## src/rtl/ecg_bcd_display_mux_pkg.sv

```systemverilog
// ============================================================================
// ecg_display_pkg : FSM states, 7-segment constants and helpers for the
//                   ECG BCD display multiplexer.  Revision 1.0
// ============================================================================
`default_nettype none

package ecg_display_pkg;

  typedef enum logic [2:0] {
    ST_IDLE  = 3'd0,
    ST_LOAD  = 3'd1,
    ST_SHIFT = 3'd2,
    ST_STORE = 3'd3,
    ST_DONE  = 3'd4
  } state_t;

  // Segment order {a,b,c,d,e,f,g}, a is the MSB.
  localparam logic [6:0] SEG_BLANK = 7'b0000000;
  localparam logic [6:0] SEG_DASH  = 7'b0000001;
  localparam logic [6:0] SEG_DIGIT [0:9] = '{
    7'b1111110, 7'b0110000, 7'b1101101, 7'b1111001, 7'b0110011,
    7'b1011011, 7'b1011111, 7'b1110000, 7'b1111111, 7'b1111011
  };

  // Decimal digit count of 2^val_w - 1.
  function automatic int calc_bcd_dig(input int val_w);
    longint unsigned v;
    int n;
    v = (64'd1 << val_w) - 64'd1;
    n = 0;
    for (int i = 0; i < 20; i++) begin
      if (v != 0) begin
        v = v / 10;
        n = n + 1;
      end
    end
    return (n == 0) ? 1 : n;
  endfunction

  function automatic logic [6:0] seg7_encode(input logic [3:0] d);
    case (d)
      4'd0:    return SEG_DIGIT[0];
      4'd1:    return SEG_DIGIT[1];
      4'd2:    return SEG_DIGIT[2];
      4'd3:    return SEG_DIGIT[3];
      4'd4:    return SEG_DIGIT[4];
      4'd5:    return SEG_DIGIT[5];
      4'd6:    return SEG_DIGIT[6];
      4'd7:    return SEG_DIGIT[7];
      4'd8:    return SEG_DIGIT[8];
      4'd9:    return SEG_DIGIT[9];
      default: return SEG_DASH;
    endcase
  endfunction

endpackage

`default_nettype wire

```

## src/rtl/ecg_bcd_display_mux_if.sv

```systemverilog
// ============================================================================
// ecg_bcd_display_mux_if : refresh request, packed values and segment outputs
//                          between the statistics block and the display mux.
// Revision 1.0
// ============================================================================
`default_nettype none

interface ecg_bcd_display_mux_if #(
  parameter int NUM_CH  = 5,
  parameter int VAL_W   = 8,
  parameter int NUM_DIG = 3
);
  logic                          displaying;
  logic [NUM_CH*VAL_W-1:0]       values;
  logic [NUM_CH*NUM_DIG*7-1:0]   seg;
  logic                          busy;
  logic                          update_done;

  modport master (output displaying, values, input seg, busy, update_done);
  modport slave  (input displaying, values, output seg, busy, update_done);
endinterface

`default_nettype wire

```

## src/rtl/ecg_bcd_display_mux_bcd_shift_add3.sv

```systemverilog
// ============================================================================
// bcd_shift_add3 : one combinational double-dabble step (add-3, then shift).
// Revision 1.0
// ============================================================================
`default_nettype none

module bcd_shift_add3 #(
  parameter int BCD_DIG = 3,
  parameter int VAL_W   = 8
) (
  input  logic [BCD_DIG*4-1:0] bcd_in,
  input  logic [VAL_W-1:0]     bin_in,
  output logic [BCD_DIG*4-1:0] bcd_out,
  output logic [VAL_W-1:0]     bin_out
);
  logic [BCD_DIG*4-1:0]       w_adj;
  logic [BCD_DIG*4+VAL_W-1:0] w_shift;

  for (genvar i = 0; i < BCD_DIG; i++) begin : g_nib
    assign w_adj[i*4 +: 4] = (bcd_in[i*4 +: 4] >= 4'd5) ? bcd_in[i*4 +: 4] + 4'd3
                                                        : bcd_in[i*4 +: 4];
  end

  assign w_shift = {w_adj, bin_in} << 1;
  assign {bcd_out, bin_out} = w_shift;

endmodule

`default_nettype wire

```

## src/rtl/ecg_bcd_display_mux.sv

```systemverilog
// ============================================================================
// ecg_bcd_display_mux : shared double-dabble converter driving NUM_CH x NUM_DIG
//                       7-segment digits, all channels committed together.
// Optional macro LEADING_ZERO_BLANK_EN blanks leading zero digits.
// Revision 1.0
// ============================================================================
`default_nettype none

module ecg_bcd_display_mux
  import ecg_display_pkg::*;
#(
  parameter int NUM_CH  = 5,
  parameter int VAL_W   = 8,
  parameter int NUM_DIG = 3
) (
  input  logic                 clk,
  input  logic                 reset,
  ecg_bcd_display_mux_if.slave bus
);
  localparam int BCD_DIG  = calc_bcd_dig(VAL_W);
  localparam int PAD_DIG  = (BCD_DIG > NUM_DIG) ? BCD_DIG : NUM_DIG;
  localparam int CH_W     = (NUM_CH > 1) ? $clog2(NUM_CH) : 1;
  localparam int CNT_W    = $clog2(VAL_W + 1);
  localparam int CH_SEG_W = NUM_DIG * 7;
  localparam int SEG_W    = NUM_CH * CH_SEG_W;

  state_t                r_state, w_state_nxt;
  logic [NUM_CH*VAL_W-1:0] r_snap;
  logic [CH_W-1:0]       r_ch;
  logic [BCD_DIG*4-1:0]  r_bcd, w_bcd_sh;
  logic [VAL_W-1:0]      r_shreg, w_shreg_sh;
  logic [CNT_W-1:0]      r_bitcnt;
  logic [SEG_W-1:0]      r_shadow, w_shadow_nxt, r_seg;
  logic [PAD_DIG*4-1:0]  w_bcd_ext;
  logic [CH_SEG_W-1:0]   w_code;
  logic                  w_ovf, w_last, w_busy, w_done;
`ifdef LEADING_ZERO_BLANK_EN
  logic                  w_upper_zero;
`endif

  bcd_shift_add3 #(.BCD_DIG(BCD_DIG), .VAL_W(VAL_W)) u_step (
    .bcd_in  (r_bcd),
    .bin_in  (r_shreg),
    .bcd_out (w_bcd_sh),
    .bin_out (w_shreg_sh)
  );

  assign w_last = (r_ch == CH_W'(NUM_CH - 1));

  always_ff @(posedge clk) begin
    if (reset) r_state <= ST_IDLE;
    else       r_state <= w_state_nxt;
  end

  always_comb begin
    w_state_nxt = r_state;
    case (r_state)
      ST_IDLE:  if (bus.displaying) w_state_nxt = ST_LOAD;
      ST_LOAD:  w_state_nxt = ST_SHIFT;
      ST_SHIFT: if (r_bitcnt == CNT_W'(1)) w_state_nxt = ST_STORE;
      ST_STORE: w_state_nxt = w_last ? ST_DONE : ST_LOAD;
      ST_DONE:  w_state_nxt = ST_IDLE;
      default:  w_state_nxt = ST_IDLE;
    endcase
  end

  always_comb begin
    w_busy = (r_state != ST_IDLE);
    w_done = (r_state == ST_DONE);
  end

  // Digits above the BCD width read as zero; digits above NUM_DIG flag overflow.
  assign w_bcd_ext = (PAD_DIG*4)'(r_bcd);
  assign w_ovf     = |(w_bcd_ext >> (NUM_DIG*4));

  always_comb begin
    w_code = '0;
`ifdef LEADING_ZERO_BLANK_EN
    w_upper_zero = 1'b1;
`endif
    for (int d = NUM_DIG - 1; d >= 0; d--) begin
      w_code[d*7 +: 7] = seg7_encode(w_bcd_ext[d*4 +: 4]);
`ifdef LEADING_ZERO_BLANK_EN
      if (d != 0 && w_upper_zero && w_bcd_ext[d*4 +: 4] == 4'd0)
        w_code[d*7 +: 7] = SEG_BLANK;
      w_upper_zero = w_upper_zero && (w_bcd_ext[d*4 +: 4] == 4'd0);
`endif
      if (w_ovf) w_code[d*7 +: 7] = SEG_DASH;
    end
  end

  always_comb begin
    w_shadow_nxt = r_shadow;
    w_shadow_nxt[r_ch*CH_SEG_W +: CH_SEG_W] = w_code;
  end

  always_ff @(posedge clk) begin
    if (reset) begin
      r_snap   <= '0;
      r_ch     <= '0;
      r_bcd    <= '0;
      r_shreg  <= '0;
      r_bitcnt <= '0;
      r_shadow <= '0;
      r_seg    <= '0;
    end else begin
      case (r_state)
        ST_IDLE: begin
          if (bus.displaying) begin
            r_snap <= bus.values;
            r_ch   <= '0;
          end
        end
        ST_LOAD: begin
          r_bcd    <= '0;
          r_shreg  <= r_snap[r_ch*VAL_W +: VAL_W];
          r_bitcnt <= CNT_W'(VAL_W);
        end
        ST_SHIFT: begin
          r_bcd    <= w_bcd_sh;
          r_shreg  <= w_shreg_sh;
          r_bitcnt <= r_bitcnt - CNT_W'(1);
        end
        ST_STORE: begin
          r_shadow <= w_shadow_nxt;
          // The last channel commits the whole shadow at once so displays never tear.
          if (w_last) r_seg <= w_shadow_nxt;
          else        r_ch  <= r_ch + CH_W'(1);
        end
        default: ;
      endcase
    end
  end

  assign bus.seg         = r_seg;
  assign bus.busy        = w_busy;
  assign bus.update_done = w_done;

endmodule

`default_nettype wire

```

## src/flat_wrapper.sv

```systemverilog
// flat-port wrapper written by rule: the top's interface ports become plain ports
module ecg_bcd_display_mux_flat import ecg_display_pkg::*;
#(
  parameter int NUM_CH  = 5,
  parameter int VAL_W   = 8,
  parameter int NUM_DIG = 3
)
  (clk, reset, bus_displaying, bus_values, bus_seg, bus_busy, bus_update_done);
  ecg_bcd_display_mux_if #(.NUM_CH(NUM_CH), .VAL_W(VAL_W), .NUM_DIG(NUM_DIG)) bus_i ();
  input  logic clk;
  input  logic reset;
  input wire logic [$bits(bus_i.displaying)-1:0] bus_displaying;
  input wire logic [$bits(bus_i.values)-1:0] bus_values;
  output wire logic [$bits(bus_i.seg)-1:0] bus_seg;
  output wire logic [$bits(bus_i.busy)-1:0] bus_busy;
  output wire logic [$bits(bus_i.update_done)-1:0] bus_update_done;
  assign bus_i.displaying = bus_displaying;
  assign bus_i.values = bus_values;
  assign bus_seg = bus_i.seg;
  assign bus_busy = bus_i.busy;
  assign bus_update_done = bus_i.update_done;
  ecg_bcd_display_mux #(.NUM_CH(NUM_CH), .VAL_W(VAL_W), .NUM_DIG(NUM_DIG)) u_core (.clk(clk), .reset(reset), .bus(bus_i));
endmodule
```

## config.mk

```make
export PLATFORM = sky130hd
export DESIGN_NAME = ecg_bcd_display_mux_flat
export DESIGN_NICKNAME = d
export VERILOG_FILES = /design/src/rtl/ecg_bcd_display_mux_pkg.sv /design/src/rtl/ecg_bcd_display_mux_if.sv /design/src/rtl/ecg_bcd_display_mux_bcd_shift_add3.sv /design/src/rtl/ecg_bcd_display_mux.sv /design/src/flat_wrapper.sv
export SDC_FILE = /design/constraint.sdc
export NUM_CORES = 1
export LEC_CHECK = 0
export CAP_MARGIN = 20
export CORE_ASPECT_RATIO = 0.75
export CORE_MARGIN = 2
export CORE_UTILIZATION = 51
export DETAILED_ROUTE_END_ITERATION = 12
export PLACE_DENSITY = 0.78
export REMOVE_ABC_BUFFERS = 1
export SETUP_SLACK_MARGIN = 0.05
export SLEW_MARGIN = 40
export SYNTH_ARGS = -nofsm -noshare
export SYNTH_HDL_FRONTEND = slang
export SYNTH_HIERARCHICAL = 1
export SYNTH_SLANG_ARGS = --single-unit
```

## constraint.sdc

```tcl
create_clock -name clk -period 2.8 [get_ports clk]
set_clock_uncertainty 0.15 [all_clocks]
set_input_delay 0.28 -clock clk [delete_from_list [all_inputs] [get_ports clk]]
set_output_delay 0.28 -clock clk [all_outputs]
set_load 0.05 [all_outputs]
```

==> results of run 1 <==
==> worst max path at each step <==
| stage | depth (start not counted) | slack (ns) | end |
|---|---|---|---|
| 2_1_floorplan | 3 | -6.18 | u_core/bus.seg[21] |
| 5_1_grt | 11 | -0.008 | u_core/w_code[2] |
| 3_5_place_dp | 11 | 0.11 | u_core/w_code[16] |
| 3_3_place_gp | 11 | 0.18 | u_core/w_code[2] |
| 4_1_cts | 11 | 0.08 | u_core/w_code[16] |
| 6_report | 11 | 0.11 | u_core/w_code[16] |
==> metal layers <==
metal  vias up  share of wire (%)  global-route usage (%)
met2       301                 46                    37.9
met4         2                1.6                    4.90
met3        50                5.3                    3.25
li1       5366                  -                       -
met5         -              0.040                       0
met1      5168                 47                    32.5
==> kinds of logic (layout without fill, tap and decap cells) <==
family	count (synthesis)	in the layout	share of synthesized area, %
compound gates	362	362	19.8
mux	114	114	8.69
xor+xnor	7	7	0.461
simple gates	488	488	16.2
other cells	1	1	0.0282
fa+ha+maj	31	31	2.92
flops	301	301	45.3
buf+inv	189	284	6.61
==> flip-flops by register name, indices dropped and copies added, names as in the netlist <==
register / cells
u_core/r_shadow: 105
u_core/r_snap: 40
u_core/bus.seg: 105
u_core/r_bcd: 12
u_core/r_ch: 3
u_core/r_bitcnt: 4
u_core/r_state: 3
u_core/r_shreg: 8
u_core/w_code: 21
==> final cells by class <==
class | count | area, um2
fill | 2110 | 9790
multi-input combinational | 1003 | 6460
sequential | 301 | 6030
timing repair buffer | 202 | 1930
clock buffer | 38 | 820
tap | 344 | 430
clock inverter | 13 | 195
inverter | 31 | 116
==> synth_stat cells (all sizes together) (5+ instances only) <==
master,instances,share of area (%)
a211oi,151,8.5
a21oi,76,2.9
a221o,6,0.45
a221oi,12,1.6
a22oi,42,2.4
a311oi,8,0.53
a31o,7,0.46
buf,68,3.2
clkbuf,90,2.5
dfxtp,301,45
ha,31,2.9
inv,31,0.87
mux2,6,0.56
mux2i,108,8.1
nand2,143,4.0
nand2b,10,0.47
nand3,23,0.87
nand3b,8,0.45
nor2,246,6.9
nor2b,9,0.42
nor3,9,0.41
nor3b,15,0.88
o2111ai,9,0.59
o211ai,8,0.45
o21ai,28,1.1
o21bai,9,0.51
or2,5,0.24
xnor2,6,0.40
==> metrics by stage <==
step	worst slack, ns	instances	setup TNS (ns)
final	0.114	1932	0
after global routing	-0.00793	1932	-0.00793
after floorplan	-6.18	1335	-838.96
after global placement	0.185	1877	0
after CTS	0.0767	1928	0
after detailed placement	0.114	1877	0
==> power groups by stage <==
stage | sequential, mW | combinational, mW | clock [mW]
5_1_grt | 4.55 | 1.25 | 4.39
2_1_floorplan | 4.64 | 0.676 | 0
3_3_place_gp | 4.62 | 1.10 | 0
4_1_cts | 4.53 | 1.14 | 4.20
6_report | 4.54 | 1.15 | 4.15
3_5_place_dp | 4.63 | 1.13 | 0
==> worst max-delay path, delay by kind of cell, from the launching register on <==
| kind | cells | cell delay, ns |
|---|---|---|
| adder cells (fa/ha/maj) | 2 | 0.39 |
| AO/OA/AOI/OAI | 3 | 0.82 |
| AND/OR/NAND/NOR | 3 | 0.43 |
| flip-flops | 1 | 0.35 |
| XOR/XNOR | 1 | 0.08 |
| buffers and inverters | 1 | 0.08 |
| multiplexers | 1 | 0.26 |
==> timing repair <==
item                       4_1_cts  5_1_grt
setup endpoints to repair        1       13
setup buffers                    0        4
gates resized for setup          1       10
hold buffers                     0        0
hold endpoints to repair         0        0
pin swaps                        0        7
==> flow_summary.rst, run 1 <==
.. list-table::
   :header-rows: 1

   * - Metric
     - Value
   * - Unrepaired setup endpoints after global routing
     - yes
   * - Total Power
     - 9.84 mW
   * - Reg-to-reg setup timing slack
     - 0.11 ns
   * - Crit path max-delay cell type
     - sky130_fd_sc_hd__dfxtp_2
   * - Count of cell types in the netlist
     - 58
   * - Number of H-tree levels
     - 1
   * - Post-synthesis instance area
     - 13,300 um2
   * - Initial standard-cell utilization of the core
     - 51.6%
   * - Antenna violations before repair
     - 1
   * - Weighted congestion at the end of routability-driven global placement
     - 0.827
   * - Router iterations before antenna repair
     - 6
   * - Type of element capturing the critical path
     - flip-flop
   * - Final layout net count
     - 1,642
   * - Critical path required time
     - 3.07 ns
   * - Routed len/inst
     - 16.6 um
   * - Worst hold path class
     - primary input to flip-flop
   * - Drt via density
     - 5.64
   * - WHS
     - 0.00755 ns
   * - Worst R2R Path Depth
     - 11
   * - Critical Path Source
     - u_core/r_bcd[9]
   * - Later-pin clock latency in the skew report
     - 0.54 ns
   * - Clk pin slew, worst setup/hold paths
     - 0.06 ns
   * - Largest net degree at the start of global routing
     - 129
   * - Placed inst area
     - 14,900 um2
   * - Core box area
     - 25,800 um2
   * - Worst R2R Start
     - u_core/r_bcd[9]
   * - Largest fanout on the critical path
     - 4
   * - Max-capacitance violation count
     - 0
   * - Total gr overflow
     - 0
   * - Power share of the sequential group
     - 46.1%
   * - Cell occurring most often along the worst timing path
     - sky130_fd_sc_hd__ha_1
   * - Pwr per Cell Area
     - 616 nW/um2
   * - Max-slew violation total from the final report
     - 0
   * - Clock root buffer
     - sky130_fd_sc_hd__clkbuf_16
   * - Result of the run
     - finished clean
   * - Antenna diodes
     - 0
   * - Worst flop-to-flop path endpoint
     - u_core/w_code[16]
   * - Kind of start point of the critical path
     - flip-flop
   * - Post-Route Utilization
     - 62.0%
   * - Commonest cells after routing, fill and taps aside
     - 296 x sky130_fd_sc_hd__dfxtp_1, 241 x sky130_fd_sc_hd__nor2_1, 151 x sky130_fd_sc_hd__a211oi_1, 146 x sky130_fd_sc_hd__clkdlybuf4s50_1, 143 x sky130_fd_sc_hd__nand2_1
   * - Number of warning messages in the yosys log
     - 6
   * - First DRT Iteration DRCs
     - 801
   * - Horizontal extent of the die
     - 190 um
   * - Transition time at the pin with the least slew margin
     - 0.686 ns
   * - Number of sinks driven by the clock tree
     - 301
   * - CTS tree
     - done
   * - Most common cell after layout, fill and taps aside
     - sky130_fd_sc_hd__dfxtp_1
   * - Share of final-layout standard cells stronger than drive strength 1
     - 9.82%
   * - Cells traversed along the worst timing path
     - inv_1 -> ha_1 -> nand2b_1 -> a21oi_2 -> xnor2_1 -> and2b_1 -> a221oi_2 -> nor2_2 -> ha_1 -> mux2_4 -> a221o_1
   * - Total global routing track utilization
     - 23.1%
   * - Wire length of the first global-routing pass
     - 52,200 um
   * - CTS buffer count
     - 29
   * - Switch share
     - 25.0%
   * - Fraction of the yosys area taken by sequential cells
     - 45.3%
   * - Maximum resistive drop on vdd
     - 0.425 mV
   * - Leading register cell type out of synthesis
     - sky130_fd_sc_hd__dfxtp_1
   * - Post-DRT Antenna Nets
     - 0
   * - Port buffer count
     - 149
   * - Hold Path Cell Cnt
     - 2
   * - Worst-case hold path end point
     - u_core/r_shadow[59]
   * - Part of the power in combinational logic
     - 11.7%
   * - Data arrival time of the critical path
     - 2.96 ns
   * - Number of rows in the core area
     - 51
   * - Final Cell Area
     - 16,000 um2
   * - Slew margin rel.
     - 54.3%
   * - Total of flip-flops plus latches after synthesis
     - 301
   * - Avg Synthesized Cell Area
     - 8.91 um2
   * - Share of power burned in the clock network
     - 42.2%
   * - Fmax
     - 372 MHz
   * - Final critical delay including setup and external delays
     - 2.69 ns
   * - Number of instances in the synthesized netlist
     - 1,493
   * - Post-detailed-placement half-perimeter wirelength
     - 20,500 um
   * - Switching power of the nets
     - 2.46 mW
   * - Async set-or-reset flop fraction in the synthesized netlist
     - 0%
   * - Post-route fraction of the period consumed by the critical path
     - 95.9%
   * - Maximum clock path buffer count
     - 3
   * - Peak per-stage delay on the critical path
     - 0.35 ns
   * - Hold Crit Start
     - reset
   * - Area growth, synth to finish
     - 20.2%
   * - Detailed-route DRC error count
     - 0
   * - Overall die height
     - 144 um
   * - Count of flip-flops with a built-in enable after synthesis
     - 0
   * - Setup CP Type
     - flip-flop to flip-flop
   * - Via total after detailed routing
     - 10,900
   * - Vias in the first global route
     - 10,300
   * - Internal power
     - 7.38 mW
   * - Final setup violation count
     - 0
   * - Leakage power
     - 5.73 nW
   * - Top-level port count
     - 150
   * - Hold Vio Cnt, Final
     - 0
   * - Die Footprint
     - 27,400 um2
   * - Total wire length
     - 32,100 um
Note: power is estimated with default switching activity, not from simulation.
==> run 2: changes to the inputs <==
--- a/config.mk
+++ b/config.mk
@@ -5,7 +5,6 @@
 export SDC_FILE = /design/constraint.sdc
 export NUM_CORES = 1
 export LEC_CHECK = 0
-export CAP_MARGIN = 20
 export CORE_ASPECT_RATIO = 0.75
 export CORE_MARGIN = 2
 export CORE_UTILIZATION = 51
==> results of run 2 <==
The final DEF is identical to that of run 1; final timing and power are the same.
==> run 3: changes to the inputs <==
--- a/config.mk
+++ b/config.mk
@@ -7,9 +7,9 @@
 export LEC_CHECK = 0
 export CORE_ASPECT_RATIO = 0.75
 export CORE_MARGIN = 2
-export CORE_UTILIZATION = 51
+export CORE_UTILIZATION = 46
 export DETAILED_ROUTE_END_ITERATION = 12
-export PLACE_DENSITY = 0.78
+export PLACE_DENSITY = 0.72
 export REMOVE_ABC_BUFFERS = 1
 export SETUP_SLACK_MARGIN = 0.05
 export SLEW_MARGIN = 40
==> run 3 against run 2 <==
Against the previous run: design area up 0.16%; register-to-register slack better by 0.03 ns; utilization is 5.3 points lower; first-iteration DRC count down 10%; flip-flop and latch count unchanged; global-route usage is 2.3 points lower; combinational power is essentially flat; highest routed layer is now met4; non-clock buffer count shrank 1; critical endpoint is now u_core/w_code[2]; die area grew 11%; sequential power hardly changed; clock-buffer cell count rose by 8; setup slack improved by 0.026 ns.
==> flow_summary.rst, run 3 (synthesized netlist as in run 1, its figures left out) <==
.. list-table::
   :header-rows: 1

   * - Metric
     - Value
   * - Commonest cells after routing, fill and taps aside
     - 295 x sky130_fd_sc_hd__dfxtp_1, 241 x sky130_fd_sc_hd__nor2_1, 151 x sky130_fd_sc_hd__a211oi_1, 147 x sky130_fd_sc_hd__clkdlybuf4s50_1, 143 x sky130_fd_sc_hd__nand2_1
   * - Via total after detailed routing
     - 10,600
   * - Aggregate negative setup slack
     - 0 ns
   * - Area growth, synth to finish
     - 20.4%
   * - Final layout net count
     - 1,642
   * - Total gr overflow
     - 0
   * - Clock root buffer
     - sky130_fd_sc_hd__clkbuf_16
   * - Setup CP Type
     - flip-flop to flip-flop
   * - Type of element capturing the critical path
     - flip-flop
   * - Data arrival time of the critical path
     - 2.94 ns
   * - Weighted congestion at the end of routability-driven global placement
     - 0.840
   * - Total wire length
     - 32,100 um
   * - Unrepaired setup endpoints after global routing
     - yes
   * - Overall die height
     - 151 um
   * - Maximum resistive drop on vdd
     - 0.495 mV
   * - Result of the run
     - finished clean
   * - Number of cells in the design after placement
     - 1,918
   * - Placed inst area
     - 15,000 um2
   * - Router iterations before antenna repair
     - 5
   * - Leakage power
     - 5.70 nW
   * - Final critical delay including setup and external delays
     - 2.66 ns
   * - CTS tree
     - done
   * - CTS buffer count
     - 30
   * - Final setup violation count
     - 0
   * - Pwr per Cell Area
     - 603 nW/um2
   * - Count of placed standard cells in the final layout, fillers left out
     - 1,974
   * - Total global routing track utilization
     - 20.8%
   * - Internal power
     - 7.21 mW
   * - Post-DRT Antenna Nets
     - 0
   * - Max-capacitance violation count
     - 0
   * - Antenna diodes
     - 0
   * - Largest net degree at the start of global routing
     - 120
   * - Wire length of the first global-routing pass
     - 52,100 um
   * - Post-Route Utilization
     - 56.7%
   * - Part of the power in combinational logic
     - 11.9%
   * - Post-route fraction of the period consumed by the critical path
     - 95.0%
   * - Vias in the first global route
     - 9,973
   * - Final WS setup
     - 0.140 ns
   * - Routed len/inst
     - 16.2 um
   * - Switch share
     - 25.3%
   * - Initial standard-cell utilization of the core
     - 47.1%
   * - Horizontal extent of the die
     - 200 um
   * - Transition time at the pin with the least slew margin
     - 0.661 ns
   * - Largest fanout on the critical path
     - 4
   * - Kind of start point of the critical path
     - flip-flop
   * - Top-level port count
     - 150
   * - Switching power of the nets
     - 2.44 mW
   * - Core box area
     - 28,200 um2
   * - Antenna violations before repair
     - 0
   * - # fillers
     - 2,474
   * - Critical path required time
     - 3.08 ns
   * - Number of rows in the core area
     - 53
   * - Max-slew violation total from the final report
     - 0
   * - Post-detailed-placement half-perimeter wirelength
     - 20,600 um
   * - Share of final-layout standard cells stronger than drive strength 1
     - 9.88%
   * - Power share of the sequential group
     - 47.0%
   * - Fmax
     - 376 MHz
   * - Maximum clock path buffer count
     - 3
   * - Most common cell after layout, fill and taps aside
     - sky130_fd_sc_hd__dfxtp_1
   * - Clk pin slew, worst setup/hold paths
     - 0.06 ns
   * - Place WS
     - 0.100 ns
   * - Worst hold path class
     - primary input to flip-flop
   * - Total Power
     - 9.66 mW
   * - Final Cell Area
     - 16,000 um2
   * - Drt via density
     - 5.39
   * - Later-pin clock latency in the skew report
     - 0.54 ns
   * - First DRT Iteration DRCs
     - 719
   * - Share of power burned in the clock network
     - 41.2%
   * - Port buffer count
     - 149
   * - Hold Vio Cnt, Final
     - 0
   * - Number of H-tree levels
     - 1
   * - Slew margin rel.
     - 56.0%
   * - WHS
     - 0.0482 ns
   * - Detailed-route DRC error count
     - 0
   * - Die Footprint
     - 30,300 um2
   * - Number of sinks driven by the clock tree
     - 301
==> run 3: cell types whose count changed in the layout (fill, tap and decap cells not counted), moves of 2 or more <==
cell	delta
sky130_fd_sc_hd__bufinv_16	-4
sky130_fd_sc_hd__clkbuf_1	+3
sky130_fd_sc_hd__clkbuf_8	+3
sky130_fd_sc_hd__clkbuf_16	+2
sky130_fd_sc_hd__clkinv_2	-2
==> run 3: repair_timing <==
item                       CTS  global route
gates resized for setup      0            13
buffers inserted             0             3
hold endpoints to repair     0             0
hold buffers                 0             0
setup endpoints to repair    0            14
==> run 3: per-layer routing <==
metal | track usage, % | vias to the layer above | part of all wire, %
met5 | 0 | - | 0
met4 | 4.37 | 0 | 1.6
met3 | 3.08 | 36 | 5.1
met2 | 33.2 | 229 | 44
met1 | 30.0 | 5024 | 49
li1 | - | 5360 | -
==> run 3: critical path, cell delays in order, from the launching register on <==
cell                       delay [ns]
sky130_fd_sc_hd__dfxtp_2         0.35
sky130_fd_sc_hd__inv_1           0.08
sky130_fd_sc_hd__ha_1            0.21
sky130_fd_sc_hd__nand2b_4        0.15
sky130_fd_sc_hd__a21oi_2         0.18
sky130_fd_sc_hd__xnor2_1         0.09
sky130_fd_sc_hd__nor2b_1         0.14
sky130_fd_sc_hd__a221oi_2        0.29
sky130_fd_sc_hd__nor2_2          0.11
sky130_fd_sc_hd__ha_2            0.21
sky130_fd_sc_hd__mux2_4          0.26
sky130_fd_sc_hd__a221o_1         0.33
==> run 3: path summary, 6_finish.rpt <==
check,slack [ns],startpoint,to,cells past startpoint
worst max-delay path,0.14,u_core/r_bcd[1],u_core/w_code[2],11
worst min-delay path,0.05,reset,u_core/r_bcd[4],2
worst max register to register,0.14,u_core/r_bcd[1],u_core/w_code[2],11
worst min register to register,0.30,u_core/r_shadow[19],u_core/r_shadow[19],2
==> run 3: power by group through the flow <==
stage,registers (mW),clock network (mW),logic (mW)
after floorplan,4.64,0,0.676
after global placement,4.62,0,1.11
after detailed placement,4.63,0,1.13
after CTS,4.53,4.06,1.14
after global routing,4.55,4.25,1.26
final,4.53,3.98,1.15
==> run 3: layout make-up <==
cell class | instances | area [um2] | share of cell area [%]
Multi-Input combinational cell | 1003 | 6470 | 40.4
Sequential cell | 301 | 6030 | 37.7
Timing Repair Buffer | 201 | 1920 | 12.0
Clock buffer | 46 | 922 | 5.76
Tap cell | 385 | 482 | 3.01
Inverter | 31 | 116 | 0.727
Clock inverter | 7 | 65.1 | 0.406
